## config.mk

```make
export PLATFORM = sky130hd
export DESIGN_NAME = gray_sobel_router
export DESIGN_NICKNAME = d
export VERILOG_FILES = /design/src/rtl/gray_sobel_pkg.sv /design/src/rtl/gray_sobel_router_valid_delay_line.sv /design/src/rtl/gray_sobel_router.sv
export SDC_FILE = /design/constraint.sdc
export NUM_CORES = 1
export LEC_CHECK = 0
export CAP_MARGIN = 25
export CORE_MARGIN = 3
export CORE_UTILIZATION = 45
export CTS_BUF_LIST = sky130_fd_sc_hd__clkbuf_4 sky130_fd_sc_hd__clkbuf_8
export DETAILED_ROUTE_END_ITERATION = 10
export PLACE_DENSITY = 0.78
export RECOVER_POWER = 50
export SLEW_MARGIN = 20
export SYNTH_ARGS = -nofsm -noshare
export SYNTH_HDL_FRONTEND = slang
export SYNTH_SLANG_ARGS = --single-unit
```

## constraint.sdc

```tcl
create_clock -name clk_i -period 2.65 [get_ports clk_i]
set_clock_uncertainty 0.05 [all_clocks]
set_input_delay 0.53 -clock clk_i [delete_from_list [all_inputs] [get_ports clk_i]]
set_output_delay 0.53 -clock clk_i [all_outputs]
set_load 0.01 [all_outputs]
```

## src/rtl/gray_sobel_pkg.sv

```systemverilog
// Shared mode/state types, default widths and mode helpers for the gray/Sobel router.
package gray_sobel_pkg;

  localparam int DEF_PIXEL_W      = 24;
  localparam int DEF_GRAY_W       = 8;
  localparam int DEF_FRAME_PIXELS = 307200;
  localparam int DEF_GRAY_LAT     = 2;
  localparam int DEF_BYPASS_LAT   = 2;
  localparam int DEF_DRAIN_CYCLES = 16;

  typedef enum logic [1:0] {
    MODE_GRAY   = 2'b00,
    MODE_SOBEL  = 2'b01,
    MODE_CHAIN  = 2'b10,
    MODE_BYPASS = 2'b11
  } mode_t;

  typedef enum logic [1:0] {
    IDLE  = 2'b00,
    RUN   = 2'b01,
    DRAIN = 2'b10
  } state_t;

  function automatic logic uses_gray(input mode_t m);
    return (m == MODE_GRAY) || (m == MODE_CHAIN);
  endfunction

  function automatic logic uses_sobel(input mode_t m);
    return (m == MODE_SOBEL) || (m == MODE_CHAIN);
  endfunction

endpackage

```

## src/rtl/gray_sobel_router_valid_delay_line.sv

```systemverilog
// Fixed-depth shift register carrying a valid bit and its data; data is zeroed when not valid.
module valid_delay_line
  import gray_sobel_pkg::*;
#(
  parameter int WIDTH = DEF_PIXEL_W,
  parameter int DEPTH = DEF_BYPASS_LAT
) (
  input  logic             clk_i,
  input  logic             reset_i,
  input  logic             valid_i,
  input  logic [WIDTH-1:0] data_i,
  output logic             valid_o,
  output logic [WIDTH-1:0] data_o
);

  logic [DEPTH-1:0] valid_q, valid_d;
  logic [WIDTH-1:0] data_q [DEPTH];
  logic [WIDTH-1:0] data_d [DEPTH];

  always_comb begin
    valid_d[0] = valid_i;
    data_d[0]  = valid_i ? data_i : '0;
    for (int i = 1; i < DEPTH; i++) begin
      valid_d[i] = valid_q[i-1];
      data_d[i]  = data_q[i-1];
    end
  end

  always_ff @(posedge clk_i) begin
    if (reset_i) begin
      valid_q <= '0;
      for (int i = 0; i < DEPTH; i++) begin
        data_q[i] <= '0;
      end
    end else begin
      valid_q <= valid_d;
      for (int i = 0; i < DEPTH; i++) begin
        data_q[i] <= data_d[i];
      end
    end
  end

  assign valid_o = valid_q[DEPTH-1];
  assign data_o  = data_q[DEPTH-1];

endmodule

```

## src/rtl/gray_sobel_router.sv

```systemverilog
// Frame-level router: latches the mode at frame start, sequences the gray/Sobel engines
// and delivers one registered, latency-aligned output stream for every mode.
module gray_sobel_router
  import gray_sobel_pkg::*;
#(
  parameter int PIXEL_W      = DEF_PIXEL_W,
  parameter int GRAY_W       = DEF_GRAY_W,
  parameter int FRAME_PIXELS = DEF_FRAME_PIXELS,
  parameter int GRAY_LAT     = DEF_GRAY_LAT,
  parameter int BYPASS_LAT   = DEF_BYPASS_LAT,
  parameter int DRAIN_CYCLES = DEF_DRAIN_CYCLES,
  localparam int CNT_W       = $clog2(FRAME_PIXELS + 1)
) (
  input  logic               clk_i,
  input  logic               reset_i,
  input  logic [1:0]         select_i,
  input  logic               start_i,
  input  logic               finish_i,
  input  logic               in_valid_i,
  input  logic [PIXEL_W-1:0] in_pixel_i,
  output logic               gray_start_o,
  output logic               gray_finish_o,
  output logic [PIXEL_W-1:0] gray_px_o,
  input  logic [GRAY_W-1:0]  gray_px_i,
  output logic               sobel_start_o,
  output logic               sobel_finish_o,
  output logic [GRAY_W-1:0]  sobel_px_o,
  input  logic [GRAY_W-1:0]  sobel_px_i,
  input  logic               sobel_valid_i,
  output logic [PIXEL_W-1:0] out_pixel_o,
  output logic               out_valid_o,
  output logic               busy_o,
  output logic               done_o,
  output logic [1:0]         mode_o,
  output logic [CNT_W-1:0]   px_count_o,
  output logic               mode_err_o
);

  localparam int DRAIN_W = $clog2(DRAIN_CYCLES + 1);

  state_t               state_q, state_d;
  mode_t                mode_q, mode_d;
  logic [CNT_W-1:0]     px_count_q, px_count_d;
  logic [DRAIN_W-1:0]   drain_cnt_q, drain_cnt_d;
  logic                 mode_err_q, mode_err_d;
  logic                 done_q, done_d;
  logic                 gray_finish_q, gray_finish_d;
  logic                 sobel_finish_q, sobel_finish_d;
  logic                 out_valid_q, out_valid_d;
  logic [PIXEL_W-1:0]   out_pixel_q, out_pixel_d;

  logic                 accept;
  logic                 finish_pulse;
  logic                 busy;
  logic                 gray_dl_valid;
  logic [0:0]           gray_dl_tag;
  logic                 byp_dl_valid;
  logic [PIXEL_W-1:0]   byp_dl_data;

  assign busy = (state_q != IDLE);

  always_comb begin
    state_d      = state_q;
    mode_d       = mode_q;
    px_count_d   = px_count_q;
    drain_cnt_d  = drain_cnt_q;
    mode_err_d   = mode_err_q;
    done_d       = 1'b0;
    accept       = 1'b0;
    finish_pulse = 1'b0;
    case (state_q)
      IDLE: begin
        if (start_i && !finish_i) begin
          state_d     = RUN;
          mode_d      = mode_t'(select_i);
          px_count_d  = '0;
          drain_cnt_d = '0;
          mode_err_d  = 1'b0;
        end
      end
      RUN: begin
        if (mode_t'(select_i) != mode_q) begin
          mode_err_d = 1'b1;
        end
        if (finish_i) begin
          state_d      = IDLE;
          finish_pulse = 1'b1;
        end else if (in_valid_i) begin
          accept = 1'b1;
          if (px_count_q != CNT_W'(FRAME_PIXELS)) begin
            px_count_d = px_count_q + CNT_W'(1);
          end
          if (px_count_q == CNT_W'(FRAME_PIXELS - 1)) begin
            state_d      = DRAIN;
            drain_cnt_d  = '0;
            finish_pulse = 1'b1;
          end
        end
      end
      DRAIN: begin
        if (finish_i) begin
          state_d      = IDLE;
          finish_pulse = 1'b1;
        end else if (drain_cnt_q == DRAIN_W'(DRAIN_CYCLES - 1)) begin
          state_d = IDLE;
          done_d  = 1'b1;
        end else begin
          drain_cnt_d = drain_cnt_q + DRAIN_W'(1);
        end
      end
      default: state_d = IDLE;
    endcase
    gray_finish_d  = finish_pulse && uses_gray(mode_q);
    sobel_finish_d = finish_pulse && uses_sobel(mode_q);
  end

  // Gray beats are tagged with whether they were accepted in pure gray mode, so beats
  // still in flight when a new frame changes the mode are not mis-routed.
  valid_delay_line #(
    .WIDTH (1),
    .DEPTH (GRAY_LAT)
  ) u_gray_dl (
    .clk_i   (clk_i),
    .reset_i (reset_i),
    .valid_i (accept),
    .data_i  (mode_q == MODE_GRAY),
    .valid_o (gray_dl_valid),
    .data_o  (gray_dl_tag)
  );

  valid_delay_line #(
    .WIDTH (PIXEL_W),
    .DEPTH (BYPASS_LAT)
  ) u_bypass_dl (
    .clk_i   (clk_i),
    .reset_i (reset_i),
    .valid_i (accept && (mode_q == MODE_BYPASS)),
    .data_i  (in_pixel_i),
    .valid_o (byp_dl_valid),
    .data_o  (byp_dl_data)
  );

  always_comb begin
    out_valid_d = 1'b0;
    out_pixel_d = '0;
    case (mode_q)
      MODE_GRAY: begin
        out_valid_d = gray_dl_valid && gray_dl_tag[0];
        out_pixel_d = PIXEL_W'(gray_px_i);
      end
      MODE_SOBEL, MODE_CHAIN: begin
        out_valid_d = sobel_valid_i && busy;
        out_pixel_d = PIXEL_W'(sobel_px_i);
      end
      MODE_BYPASS: begin
        out_valid_d = byp_dl_valid;
        out_pixel_d = byp_dl_data;
      end
      default: ;
    endcase
    if (!out_valid_d) begin
      out_pixel_d = '0;
    end
  end

  always_ff @(posedge clk_i) begin
    if (reset_i) begin
      state_q        <= IDLE;
      mode_q         <= MODE_GRAY;
      px_count_q     <= '0;
      drain_cnt_q    <= '0;
      mode_err_q     <= 1'b0;
      done_q         <= 1'b0;
      gray_finish_q  <= 1'b0;
      sobel_finish_q <= 1'b0;
      out_valid_q    <= 1'b0;
      out_pixel_q    <= '0;
    end else begin
      state_q        <= state_d;
      mode_q         <= mode_d;
      px_count_q     <= px_count_d;
      drain_cnt_q    <= drain_cnt_d;
      mode_err_q     <= mode_err_d;
      done_q         <= done_d;
      gray_finish_q  <= gray_finish_d;
      sobel_finish_q <= sobel_finish_d;
      out_valid_q    <= out_valid_d;
      out_pixel_q    <= out_pixel_d;
    end
  end

  // Engine feeds are gated off in IDLE so nothing leaks to the cores between frames.
  always_comb begin
    gray_px_o  = '0;
    sobel_px_o = '0;
    if (busy) begin
      if (uses_gray(mode_q)) begin
        gray_px_o = in_pixel_i;
      end
      if (mode_q == MODE_SOBEL) begin
        sobel_px_o = in_pixel_i[GRAY_W-1:0];
      end else if (mode_q == MODE_CHAIN) begin
        sobel_px_o = gray_px_i;
      end
    end
  end

  assign gray_start_o   = busy && uses_gray(mode_q);
  assign sobel_start_o  = busy && uses_sobel(mode_q);
  assign gray_finish_o  = gray_finish_q;
  assign sobel_finish_o = sobel_finish_q;
  assign out_pixel_o    = out_pixel_q;
  assign out_valid_o    = out_valid_q;
  assign busy_o         = busy;
  assign done_o         = done_q;
  assign mode_o         = mode_q;
  assign px_count_o     = px_count_q;
  assign mode_err_o     = mode_err_q;

endmodule
```

==> metrics.csv, run 1 <==
metric,value,unit
hold_depth,1,
max_freq,393,MHz
design.die.area,11000,sq um
worst-setup-path-type,flop to primary output,
synth-seq-area-share,50.7,%
fp.coreArea,9370,sq um
hold_viol,0,
finalSetupTns,0,ns
ioPinCount,133,
wl_per_cell,14.9,um
slew_headroom,29.0,%
reg2reg_to,px_count_o[1],
die_h,105,um
rsz0062_at_grt,no,
initial_utilization,46.8,%
std_cell_rows,35,
cts_tree,done,
crit_path_start_kind,flop,
synth_cell_types,51,
synth_edf_count,0,
vias,3730,
antenna_found_initial,0,
tightest_slew,1.07,ns
cp_max_fo,6,
area_growth,39.8,%
setup_viol_count_final,0,
htree_levels,3,
cp.depth,5,
leakage,0.00266,uW
drc,0,
maxCapViolations,0,
drt_wl_total,11.1,mm
avgViaCountPerCell,5.03,
path_clk_slew,0.11,ns
hpwl,7.86,mm
pwr_density_cell,507,nW/um^2
hold_class,flop to flop,
rr_worst_depth,7,
root_buffer,clkbuf_8,
p_total,3110,uW
synth_ff_type,dfxtp_1,
insertion_delay,0.38,ns
r2r-start,state_q[1],
cp_slowest_cell,clkdlybuf4s50_1,
hold_start,u_bypass_dl.data_q[0][33],
gr-usage-all-layers,19.8,%
synth_top_area_share,50.7,%
status,"finished, final reports clean",
synth-seq-cells,111,
gp_congestion,0.836,
grt_start_max_net_pins,25,
synthesis.area,4380,sq um
synth_top_area_cell,dfxtp_1,
whs_endpoint,out_pixel_o[9],
path_cells,inv_1 -> ha_1 -> nor2_4 -> buf_6 -> clkdlybuf4s50_1,
nNetsFinal,667,
critPathCaptureType,primary output,
portBuffers,132,
met2_usage,33.7,%
synth-async-reset-ratio,0,%
syn_nets,527,
ant_nets,0,
cts_buffer_depth,2,
crit_buf_inv,3,
grt_pass1_wl,17.7,mm
reg2reg_setup_slack,0.27,ns
stdcell_count,742,
ys_warn_count,0,
cp.required,2.07,ns
grt_pass1_vias,3598,
crit_arrival,1.96,ns
ir_drop,0.000281,V
synth_cells,468,
syn_area_per_cell,9.36,sq um
gr-usage-met1,24.5,%
grt_overflow_total,0,
synth.area.top_cells,"dfxtp_1, and2_1, nor2_1",
firstDrtPassIters,5,
cp_top_family,buffers and inverters,
dp_cells,721,
finalCriticalPeriod,2.54,ns
drive_gt1_share,7.99,%
drtIter0Drc,151,
drv_slew,0,
period_share,95.9,%
met3_usage,4.20,%
max_stage_delay,0.54,ns
diodes,0,
cts.sinks,111,
crit_start,state_q[1],
busiest_layer,met2,
die_w,105,um
cts_made_buffers,9,
-- layout by cell type (no fill, tap or decap), drive strengths merged, types with 3 or more instances in the layout --
master,n
nor4,3
o21ai,9
and2,66
nand4,9
dlymetal6s2s,5
nor2,60
buf,16
nor3,6
dlygate4sd2,28
xor2,14
ha,11
o211ai,4
clkbuf,16
a41o,3
mux2i,5
or4,6
dlygate4sd3,40
nor2b,31
nand3b,3
nand3,12
clkdlybuf4s50,58
a21oi,13
nand2,17
dfxtp,111
a22oi,15
inv,20
-- cell usage after synthesis (3+ instances only) --
cell and n:
nand3b_1 3, clkbuf_1 22, nor2b_1 31, nor4_1 3, ha_1 11, dfxtp_1 111
and2_1 66, o21ai_0 5, nand4_1 9, nor2_1 60, a22oi_1 15, o211ai_1 4
or4_1 4, inv_1 15, xor2_1 14, nand2_1 17, nand3_1 12, a21oi_1 13
nor3_1 5, mux2i_1 5
-- how the worst max path moves through the flow --
stage	endpoint	slack [ns]
floorplan	out_pixel_o[13]	0.17
global placement	sobel_px_o[6]	0.25
detailed placement	gray_px_o[16]	0.23
CTS	sobel_px_o[3]	0.001
global route	gray_px_o[13]	0.01
finish	gray_start_o	0.11
-- state kept, by name, summed over array words and instances, names as in the netlist, 5 cells and up --
name                flops
u_bypass_dl.data_q     48
px_count_o             19
drain_cnt_q             5
out_pixel_o            24
-- power breakdown --
| group | internal, uW | total [uW] | switching, uW |
|---|---|---|---|
| clock | 391 | 1050 | 657 |
| combinational | 181 | 372 | 192 |
| sequential | 1680 | 1690 | 6.95 |
| total | 2250 | 3110 | 855 |
-- layout make-up --
| class | count | area (sq um) |
|---|---|---|
| fillers | 772 | 3240 |
| flip-flops and latches | 111 | 2230 |
| repair buffers | 154 | 1450 |
| well taps | 129 | 161 |
| multi-input cells | 317 | 2020 |
| clock buffers | 9 | 124 |
| inverters | 15 | 56.3 |
| clock inverters | 7 | 88.8 |
-- through the flow --
step | worst slack, ns | instance area (sq um) | hold slack, ns | utilization, %
floorplan | 0.173 | 4380 | 0.356 | -
global placement | 0.253 | 5900 | 0.359 | 62.9
detailed placement | 0.232 | 5900 | 0.363 | 62.9
CTS | 0.00102 | 6130 | 0.393 | 65.4
global route | 0.0109 | 6130 | 0.403 | 65.4
finish | 0.109 | 6130 | 0.389 | 65.4
-- metal layers --
layer,routed length [um],part of all wire (%)
met4,297,2.7
met5,0,0
met1,4890,44
met2,5250,47
met3,622,5.6
-- logic make-up after synthesis --
kind of cell / synth area share, %
adders and majority gates: 3.14
muxes: 1.40
DFF: 50.7
and+or+nand+nor: 28.3
xor gates and xnor gates: 3.20
AOI/OAI and AO/OA: 9.79
buffers and inverters: 3.48
-- repair_timing --
action,4_1_cts,5_1_grt
setup endpoints to repair,34,6
resized for setup,41,6
setup buffers,1,2
hold buffers,0,0
cloned,2,0
pin swaps,0,1
No activity file was read; power rests on OpenSTA's default activity.
==> inputs of run 2 (changes only) <==
- TNS_END_PERCENT: default -> 1
==> metrics.csv, run 2 (synthesis gave the netlist of run 1 again) <==
metric,value,unit,change
status,"finished, final reports clean",,
finalCriticalPeriod,2.46,ns,-0.0792 ns
initial_utilization,46.8,%,unchanged
cts_made_buffers,9,,unchanged
drtIter0Drc,196,,+30%
tightest_slew,1.06,ns,-0.00110 ns
root_buffer,clkbuf_8,,
std_cell_rows,35,,unchanged
cts_tree,done,,
finalSetupTns,0,ns,unchanged
pwr_density_cell,507,nW/um^2,+0.12%
htree_levels,3,,unchanged
cts_buffer_depth,2,,unchanged
r2r-start,state_q[1],,
wl_per_cell,14.6,um,-2.2%
nNetsFinal,662,,-0.75%
cpMostUsedCell,inv_1,,
crit_path_start_kind,flop,,
grt_pass1_vias,3583,,-0.42%
gr-usage-all-layers,19.3,%,-0.50 points
crit_start,state_q[1],,
max_stage_delay,0.53,ns,about the same
hold_viol,0,,unchanged
cp_slowest_cell,clkdlybuf4s50_1,,
gp_congestion,0.836,,unchanged
ant_nets,0,,unchanged
setup_viol_count_final,0,,unchanged
firstDrtPassIters,5,,unchanged
final_common_cell,dfxtp_1,,
drc,0,,unchanged
diodes,0,,unchanged
rsz0062_at_grt,no,,
hold_class,flop to flop,,
grt_pass1_wl,17.4,mm,-1.9%
slew_headroom,29.0,%,+0.073 points
crit_arrival,1.88,ns,-0.08 ns
cts.sinks,111,,unchanged
drv_slew,0,,unchanged
fp.coreArea,9370,sq um,unchanged
antenna_found_initial,0,,unchanged
grt_overflow_total,0,,unchanged
hpwl,7.86,mm,unchanged
area_growth,38.7,%,
vias,3726,,-0.11%
max_freq,406,MHz,+3.2%
path_cells,inv_1 -> ha_1 -> buf_4 -> inv_1 -> clkdlybuf4s50_1,,
cp_max_fo,17,,+11
dp_worst_setup_slack,0.232,ns,unchanged
critPathCaptureType,primary output,,
drt_wl_total,10.7,mm,-2.8%
period_share,92.9,%,-3.0 points
portBuffers,132,,unchanged
hold_start,u_bypass_dl.data_q[0][33],,
top_register,u_bypass_dl.data_q,,
leakage,0.00266,uW,about the same
path_clk_slew,0.11,ns,about the same
largest_reg_flops,48,,unchanged
drive_gt1_share,6.74,%,-1.3 points
cp.required,2.07,ns,about the same
ioPinCount,133,,unchanged
final_cell_mix,"dfxtp_1, nor2_1, and2_1",,
insertion_delay,0.38,ns,about the same
die_w,105,um,unchanged
cp_top_family,buffers and inverters,,
avgViaCountPerCell,5.06,,+0.57%
worst-setup-path-type,flop to primary output,,
crit_buf_inv,4,,+1
ir_drop,0.000282,V,about the same
grt_start_max_net_pins,26,,+4.0%
maxCapViolations,0,,unchanged
die_h,105,um,unchanged
n_fill_cell,778,,+0.78%
design.die.area,11000,sq um,unchanged
p_total,3080,uW,-0.65%
setup_ws,0.188,ns,+0.0792 ns
fin_util,64.9,%,-0.51 points
[run 2: through the flow]
step / instances / hold WS [ns] / area (sq um)
after floorplan: 468 / 0.356 / 4380
after detailed placement: 721 / 0.363 / 5900
after global placement: 721 / 0.359 / 5900
final: 737 / 0.390 / 6080
after CTS: 737 / 0.393 / 6090
after global routing: 737 / 0.403 / 6080
[run 2: path summary, 6_finish.rpt]
kind                    end  slack (ns)  cells past startpoint
max reg2reg   px_count_o[1]        0.26                      7
max                  busy_o        0.19                      5
min reg2reg  out_pixel_o[9]        0.39                      1
min          out_pixel_o[9]        0.39                      1
[run 2: repair_timing]
item / 4_1_cts / 5_1_grt
setup buffers: 0 / 0
pin swaps: 0 / 0
hold buffers: 0 / 0
gates resized for setup: 32 / 8
setup endpoints to repair: 34 / 7
[run 2: power breakdown]
group	internal [uW]	total [uW]	switching, uW
registers	1680	1690	7.42
logic	171	354	183
clock network	391	1050	655
[run 2: area by class of cell]
cell class              instances  area (sq um)  area share, %
clock inverters                 7          88.8           1.46
flip-flops and latches        111          2230           36.6
clock buffers                   9           124           2.04
inverters                      15          56.3          0.926
multi-input cells             317          2010           33.1
repair buffers                149          1410           23.2
well taps                     129           161           2.65
[run 2: layer usage]
layer | routed length (um) | track usage, % | share of wire, % | vias up
li1 | - | - | - | 1849
met5 | 0 | 0 | 0 | -
met4 | 311 | 7.97 | 2.9 | 0
met3 | 672 | 4.20 | 6.3 | 22
met1 | 4710 | 23.5 | 44 | 1715
met2 | 5050 | 33.1 | 47 | 140
[run 2: worst register-to-register path, cell delays in order, from the launching register on]
cell and delay [ns]:
dfxtp_1 0.35, inv_1 0.11, ha_1 0.18, or4b_1 0.46, or4_4 0.47, o21ai_4 0.27
mux2_2 0.36, nor2_1 0.07
==> inputs of run 3 (changes only) <==
- CAP_MARGIN: 25 -> 10
- SLEW_MARGIN: 20 -> 40
==> results of run 3 <==
Final layout, timing and power as in run 2 (identical DEF).
